==> src/rtl/if_id_fetch_queue.sv <==
// Circular fetch queue between IF and ID: valid/ready on both sides, synchronous flush.
// Optional zero-latency empty-queue bypass when FETCHQ_BYPASS_EN is defined.
module if_id_fetch_queue #(
    parameter int DEPTH = 4,
    parameter int AW    = 2
) (
    input  logic          clk,
    input  logic          rst,
    input  logic          flush,
    input  logic          in_valid,
    output logic          in_ready,
    input  logic [31:0]   in_pc,
    input  logic [31:0]   in_instr,
    input  logic          in_pred,
    output logic          out_valid,
    input  logic          out_ready,
    output logic [31:0]   out_pc,
    output logic [31:0]   out_instr,
    output logic          out_pred,
    output logic [AW:0]   count
);

    typedef struct packed {
        logic        pred;
        logic [31:0] pc;
        logic [31:0] instr;
    } entry_t;

    localparam logic [AW:0] MAX_COUNT = (AW+1)'(DEPTH);
    localparam logic [AW:0] PTR_ONE   = (AW+1)'(1);

    entry_t      mem [DEPTH];
    entry_t      head;
    logic [AW:0] wr_ptr;
    logic [AW:0] rd_ptr;
    logic        empty;
    logic        full;
    logic        bypass;
    logic        push;
    logic        pop;

    assign empty = (wr_ptr == rd_ptr);
    assign full  = (wr_ptr[AW-1:0] == rd_ptr[AW-1:0]) && (wr_ptr[AW] != rd_ptr[AW]);

`ifdef FETCHQ_BYPASS_EN
    assign bypass = empty && in_valid && out_ready && !flush;
`else
    assign bypass = 1'b0;
`endif

    // Flush wins over both handshakes; a bypassed entry never touches storage.
    assign in_ready = !full;
    assign push     = in_valid && !full && !flush && !bypass;
    assign pop      = !empty && out_ready && !flush;
    assign count    = wr_ptr - rd_ptr;

    // NOTE: every combinational output gets a default first so no latch is inferred.
    always_comb begin
        head      = '0;
        out_valid = 1'b0;
        if (bypass) begin
            head      = {in_pred, in_pc, in_instr};
            out_valid = 1'b1;
        end else if (!empty) begin
            head      = mem[rd_ptr[AW-1:0]];
            out_valid = 1'b1;
        end
    end

    assign out_pred  = head.pred;
    assign out_pc    = head.pc;
    assign out_instr = head.instr;

    // NOTE: state registers use non-blocking assignments so all updates land together at the edge.
    always_ff @(posedge clk or posedge rst) begin
        if (rst) begin
            wr_ptr <= '0;
            rd_ptr <= '0;
        end else if (flush) begin
            wr_ptr <= '0;
            rd_ptr <= '0;
        end else begin
            if (push) wr_ptr <= wr_ptr + PTR_ONE;
            if (pop)  rd_ptr <= rd_ptr + PTR_ONE;
        end
    end

    // NOTE: storage is not reset; the pointers alone define which entries are meaningful.
    always_ff @(posedge clk) begin
        if (push) mem[wr_ptr[AW-1:0]] <= {in_pred, in_pc, in_instr};
    end

    // An underflow would wrap the pointer difference above DEPTH, so one bound covers both.
    count_in_range: assert property (@(posedge clk) disable iff (rst) count <= MAX_COUNT);

endmodule

==> config.mk <==
export PLATFORM = sky130hd
export DESIGN_NAME = if_id_fetch_queue
export DESIGN_NICKNAME = d
export VERILOG_FILES = /design/src/rtl/if_id_fetch_queue.sv
export SDC_FILE = /design/constraint.sdc
export NUM_CORES = 1
export LEC_CHECK = 0
export CAP_MARGIN = 0
export CORE_ASPECT_RATIO = 1.4
export CORE_MARGIN = 4
export CORE_UTILIZATION = 55
export CTS_BUF_LIST = sky130_fd_sc_hd__clkbuf_2
export CTS_CLUSTER_DIAMETER = 120
export DETAILED_ROUTE_END_ITERATION = 8
export GPL_TIMING_DRIVEN = 0
export PLACE_DENSITY_LB_ADDON = 0.25
export SKIP_LAST_GASP = 1
export SYNTH_ARGS = -nofsm -noshare
export SYNTH_HDL_FRONTEND = slang
export SYNTH_SLANG_ARGS = --single-unit
==> constraint.sdc <==
create_clock -name clk -period 7.85 [get_ports clk]
set_clock_uncertainty 0.05 [all_clocks]
set_input_delay 1.57 -clock clk [delete_from_list [all_inputs] [get_ports clk]]
set_output_delay 1.57 -clock clk [all_outputs]
set_load 0.01 [all_outputs]
==> flow_summary.json, run 1 <==
{
  "leakage_uw": 0.00421,
  "ys_ff_latch": 266,
  "layout-area-overhead-vs-synth_pct": 22.1,
  "clk_pin_slew_worst_paths_ns": 0.12,
  "io_buffers": 137,
  "synthMuxAreaShare": 0.140,
  "die_w_um": 124,
  "cap_violations": 0,
  "synth_top_cell_by_area": "edfxtp_1",
  "syn-cell-area_um2": 10400,
  "rrSetupSlack_ns": 5.18,
  "drt.antenna.violating_nets": 0,
  "die_h_um": 171,
  "period_minus_slack_ns": 4.87,
  "setup_tns_ns": 0,
  "critPathLaunchType": "flop",
  "io_pins": 140,
  "drtIter0Drc": 288,
  "relSlewSlack": 0.591,
  "r2r_start": "rd_ptr[1]",
  "cts.path.max_buffers": 3,
  "peakVddDrop_v": 0.000237,
  "avgSynthCellArea_um2": 21.8,
  "final.setup.worst_slack_ns": 2.98,
  "status": "completed",
  "yosysTopAreaCellShare": 0.748,
  "dp_slack_ns": 3.80,
  "wire_per_inst_um": 20.6,
  "synth_compound_area_frac": 0.00564,
  "drv_slew": 0,
  "grt_max_degree": 52,
  "holdBufCountCts": 0,
  "synth_edf_count": 260,
  "hp-class": "flop to flop",
  "fin_crit_sh": 0.621,
  "end_kind": "output port",
  "synthXorXnorAreaFrac": 0.00168,
  "crit_fanout": 10,
  "drcViolationCount": 0,
  "post-cts-setup-buffer-count": 0,
  "syn_inst": 478,
  "synth_cell_types": 35,
  "ys.flop_type": "edfxtp_1",
  "worstSetupStartpoint": "rd_ptr[1]",
  "powerDensity_nw_per_um2": 363,
  "place.gp.congestion": 0.773,
  "cts_tree": "done",
  "synth.yosys.seq_area_share": 0.763,
  "hold_viol": 0,
  "synth_top_family_by_area": "multiplexers",
  "numCtsBuffers": 57,
  "vias": 5272,
  "start_util": 0.561,
  "cp.required_ns": 6.23,
  "crit_path_end": "out_instr[25]",
  "first_pass_iters": 5,
  "ctsResizeCount": 0,
  "synth_fa_ha_area_frac": 0.0103,
  "cts_root_buf": "clkbuf_2",
  "grt_first_pass_wirelength_mm": 31.5,
  "grt_pass1_vias": 5849,
  "worstMarginPinSlew_ns": 0.614,
  "drive_gt1_frac": 0.255,
  "hpwlAfterDp_mm": 12.6,
  "setup_viol": 0,
  "synth_area_leaders": "edfxtp_1, mux4_2, and2_1",
  "clk_latency_ns": 0.79,
  "gr-total-overflow": 0,
  "fmax_ghz": 0.205,
  "die_area_um2": 21300,
  "rsz0062_at_grt": "false",
  "core-area_um2": 18600,
  "nNetsFinal": 756,
  "drt_wl_total_mm": 19.9,
  "antenna_found_initial": 3,
  "r2r_end": "mem[0][2]",
  "post-route-util": 0.685,
  "rows": 59,
  "cp.arrival_ns": 3.25,
  "cts_max_level": 2,
  "clock-sinks": 266,
  "r2r_cells": 6,
  "crit_type": "flop to output port",
  "synthSimpleGateAreaFrac": 0.0600,
  "synthesis.nets": 556,
  "vias_per_cell": 5.45,
  "grt.total_usage": 0.192,
  "ys_warn_count": 0,
  "async_reset_ff_frac": 0.0226
}
metal layers:
layer	vias to the layer above	part of all wire	global-route usage	wire, um
met5	-	0.00060	0	12
met4	2	0.025	0.0734	493
met3	42	0.060	0.0553	1190
met2	179	0.54	0.335	10800
met1	2658	0.37	0.228	7400
li1	2391	-	-	-
through the flow:
stage	power [uW]	hold WS, ns	std cells	cell area, um2
finish	4620	0.586	968	12700
global route	4920	0.604	968	12700
CTS	4710	0.571	966	12700
detailed placement	3920	0.553	863	12200
global placement	3890	0.520	859	12100
floorplan	2890	0.500	478	10400
synthesized netlist by cell type (3+ instances only):
master / instances
and3_1: 4
clkbuf_1: 9
a31oi_1: 3
nand3_1: 3
buf_2: 9
inv_1: 6
edfxtp_1: 260
mux4_2: 65
or4_1: 3
buf_12: 3
nand2_1: 3
a21oi_1: 3
ha_1: 7
and2_1: 65
dfrtp_1: 6
registers in the layout, indices dropped and copies added, names as in the netlist:
register and flops:
wr_ptr 3, mem 260, rd_ptr 3
critical path, cell delays in order (launching register included):
cell	delay, ns
dfrtp_1	0.49
inv_1	0.15
ha_1	0.39
nand3_1	0.16
buf_2	0.25
clkbuf_2	0.26
and2_1	0.19
clkdlybuf4s50_1	0.56
worst min-delay path by stage:
stage	startpoint	slack, ns	end	cells after the start
floorplan	wr_ptr[2]	0.50	wr_ptr[2]	2
global placement	wr_ptr[2]	0.52	wr_ptr[2]	2
detailed placement	wr_ptr[2]	0.55	wr_ptr[2]	2
CTS	wr_ptr[2]	0.57	wr_ptr[2]	2
global route	wr_ptr[2]	0.60	wr_ptr[2]	2
finish	wr_ptr[2]	0.59	wr_ptr[2]	2
layout by cell type, fill, tap and decap left out, drive strengths merged:
cell           synthesis  final
a211o                  1      1
a21oi                  3      3
a311oi                 1      1
a31oi                  3      3
and2                  65     65
and3                   4      4
and4b                  2      2
and4bb                 1      1
buf                   15     19
clkbuf                11     90
clkdlybuf4s50          0    137
clkinv                 0     21
clkinvlp               0      1
dfrtp                  6      6
diode                  0      2
edfxtp               260    260
fa                     1      1
ha                     7      7
inv                    6      8
mux4                  65     65
nand2                  4      4
nand3                  3      3
nand4                  2      2
nand4b                 2      2
nor2                   2      2
nor2b                  2      2
nor3                   1      1
nor3b                  2      2
nor4b                  1      1
o211ai                 1      1
or2                    1      1
or3                    1      1
or4                    3      3
xnor2                  2      2
layout make-up:
cell class	instances	area [um2]
inverters	6	22.5
multi-input cells	180	2290
fillers	1271	5860
plain buffers	26	179
well taps	244	305
diodes	2	5.00
clock buffers	79	395
clock inverters	24	104
repair buffers	141	1480
flip-flops and latches	266	7960
cell families (layout without fill, tap and decap cells):
| logic type | after synthesis | in the layout |
|---|---|---|
| AOI/OAI and AO/OA | 9 | 9 |
| and+or+nand+nor | 96 | 96 |
| DFF | 266 | 266 |
| buffers and inverters | 32 | 276 |
| other | 0 | 2 |
| adders and majority gates | 8 | 8 |
| xor gates and xnor gates | 2 | 2 |
| muxes | 65 | 65 |
power by group:
part | switching (uW) | internal (uW) | leakage, uW
sequential | 35.9 | 1690 | 0.00244
combinational | 950 | 1170 | 0.00138
clock | 496 | 278 | 0.000388
total | 1480 | 3140 | 0.00421
No activity file was read; power rests on OpenSTA's default activity.
==> run 2: changes to the inputs <==
- clock period: 7.85 -> 4.6 ns (I/O delays scaled with it)
==> results of run 2 <==
Same layout as run 1 (identical final DEF). Status: completed.
Among the figures that moved: setup slack after placement 3.80 ns -> 1.20 ns; setup slack after layout 2.98 ns -> 0.379 ns; hold slack 0.586 ns -> 0.305 ns; register-to-register setup slack 5.18 ns -> 1.93 ns; total power 4620 uW -> 7890 uW; worst IR drop on VDD 0.000237 V -> 0.000404 V
==> run 3: changes to the inputs <==
- RECOVER_POWER: default -> 25
==> run 3 against run 2 <==
- via count increased by 0.89%
- total power barely moved
- utilization about the same
- critical path type unchanged
- highest routed layer unchanged
==> flow_summary.json, run 3 (same netlist as run 1, synthesis figures left out) <==
{
  "cts_root_buf": "clkbuf_2",
  "setup_viol": 0,
  "first_pass_iters": 4,
  "grt_max_degree": 52,
  "start_util": 0.561,
  "grt.total_usage": 0.192,
  "io_pins": 140,
  "layout-area-overhead-vs-synth_pct": 22.2,
  "nNetsFinal": 756,
  "end_kind": "output port",
  "placed_cells": 863,
  "cp.required_ns": 3.63,
  "instances_no_fill": 970,
  "hpwlAfterDp_mm": 12.6,
  "cp.arrival_ns": 3.27,
  "crit_fanout": 10,
  "cap_violations": 0,
  "dp_slack_ns": 1.20,
  "drcViolationCount": 0,
  "drive_gt1_frac": 0.255,
  "vias": 5319,
  "holdBufCountCts": 0,
  "clk_pin_slew_worst_paths_ns": 0.12,
  "cts_tree": "done",
  "fin_crit_sh": 0.922,
  "io_buffers": 137,
  "fmax_ghz": 0.236,
  "r2r_cells": 6,
  "setup_tns_ns": 0,
  "layout_commonest_cell": "edfxtp_1",
  "finalPower_uw": 7890,
  "clk_latency_ns": 0.81,
  "die_area_um2": 21300,
  "status": "completed",
  "drt.antenna.violating_nets": 0,
  "gr-total-overflow": 0,
  "peakVddDrop_v": 0.000405,
  "ctsResizeCount": 0,
  "cts_max_level": 2,
  "antenna_found_initial": 5,
  "crit_type": "flop to output port",
  "drtIter0Drc": 368,
  "critPathLaunchType": "flop",
  "clock-sinks": 266,
  "rows": 59,
  "slowest_stage": "clkdlybuf4s50_1",
  "drt_wl_total_mm": 19.9,
  "numCtsBuffers": 57,
  "relSlewSlack": 0.577,
  "die_h_um": 171,
  "powerDensity_nw_per_um2": 619,
  "post-cts-setup-buffer-count": 0,
  "die_w_um": 124,
  "hold_viol": 0,
  "final.setup.worst_slack_ns": 0.359,
  "drv_slew": 0,
  "wire_per_inst_um": 20.5,
  "core-area_um2": 18600,
  "largest_reg_flops": 260,
  "cts.path.max_buffers": 3,
  "hp-class": "primary input to async pin",
  "hold_ws_ns": 0.422,
  "worstPathCellList": "inv_1 > ha_1 > nand3_1 > buf_2 > clkbuf_2 > and2_1 > clkdlybuf4s50_1",
  "mostFrequentLayoutCells": "edfxtp_1, clkdlybuf4s50_1, clkbuf_2",
  "grt_pass1_vias": 5849,
  "worstMarginPinSlew_ns": 0.634,
  "place.gp.congestion": 0.773,
  "grt_first_pass_wirelength_mm": 31.5,
  "rsz0062_at_grt": "false",
  "vias_per_cell": 5.48,
  "max_stage_delay_ns": 0.55,
  "period_minus_slack_ns": 4.24,
  "leakage_uw": 0.00422
}
[run 3: worst paths after layout]
check                      startpoint             to  slack (ns)
setup / recovery            rd_ptr[1]  out_instr[24]        0.36
hold / removal                    rst      rd_ptr[1]        0.42
setup reg to reg            rd_ptr[1]     mem[0][19]        1.89
hold reg to reg             wr_ptr[2]      wr_ptr[2]        0.59
max in group asynchronous         rst      rd_ptr[0]        3.85
min in group clk             in_valid      wr_ptr[0]        0.44
[run 3: area by class of cell]
class / count / area [um2]
diodes: 4 / 10.0
clock buffers: 79 / 395
multi-input cells: 180 / 2290
repair buffers: 141 / 1480
well taps: 244 / 305
clock inverters: 24 / 104
inverters: 6 / 22.5
flip-flops and latches: 266 / 7960
fillers: 1273 / 5860
plain buffers: 26 / 179
[run 3: where the power goes]
group | switching (uW) | total [uW] | internal [uW]
clock | 848 | 1320 | 474
combinational | 1630 | 3610 | 1990
sequential | 61.3 | 2950 | 2890
[run 3: layer usage]
| layer | part of all wire | GRT usage |
|---|---|---|
| met3 | 0.063 | 0.0553 |
| met4 | 0.025 | 0.0734 |
| met5 | 0.00060 | 0 |
| met1 | 0.37 | 0.228 |
| met2 | 0.54 | 0.335 |
[run 3: stage by stage]
| step | utilization | area (um2) |
|---|---|---|
| final | 0.685 | 12700 |
| after global routing | 0.685 | 12700 |
| after CTS | 0.685 | 12700 |
| after detailed placement | 0.658 | 12200 |
| after global placement | 0.651 | 12100 |
| after floorplan | - | 10400 |
[run 3: critical path: cells and delay by family (launching register included)]
kind / cells / cell delay, ns
flip-flops: 1 / 0.49
AND/OR/NAND/NOR: 2 / 0.35
buffers and inverters: 4 / 1.21
adder cells (fa/ha/maj): 1 / 0.39
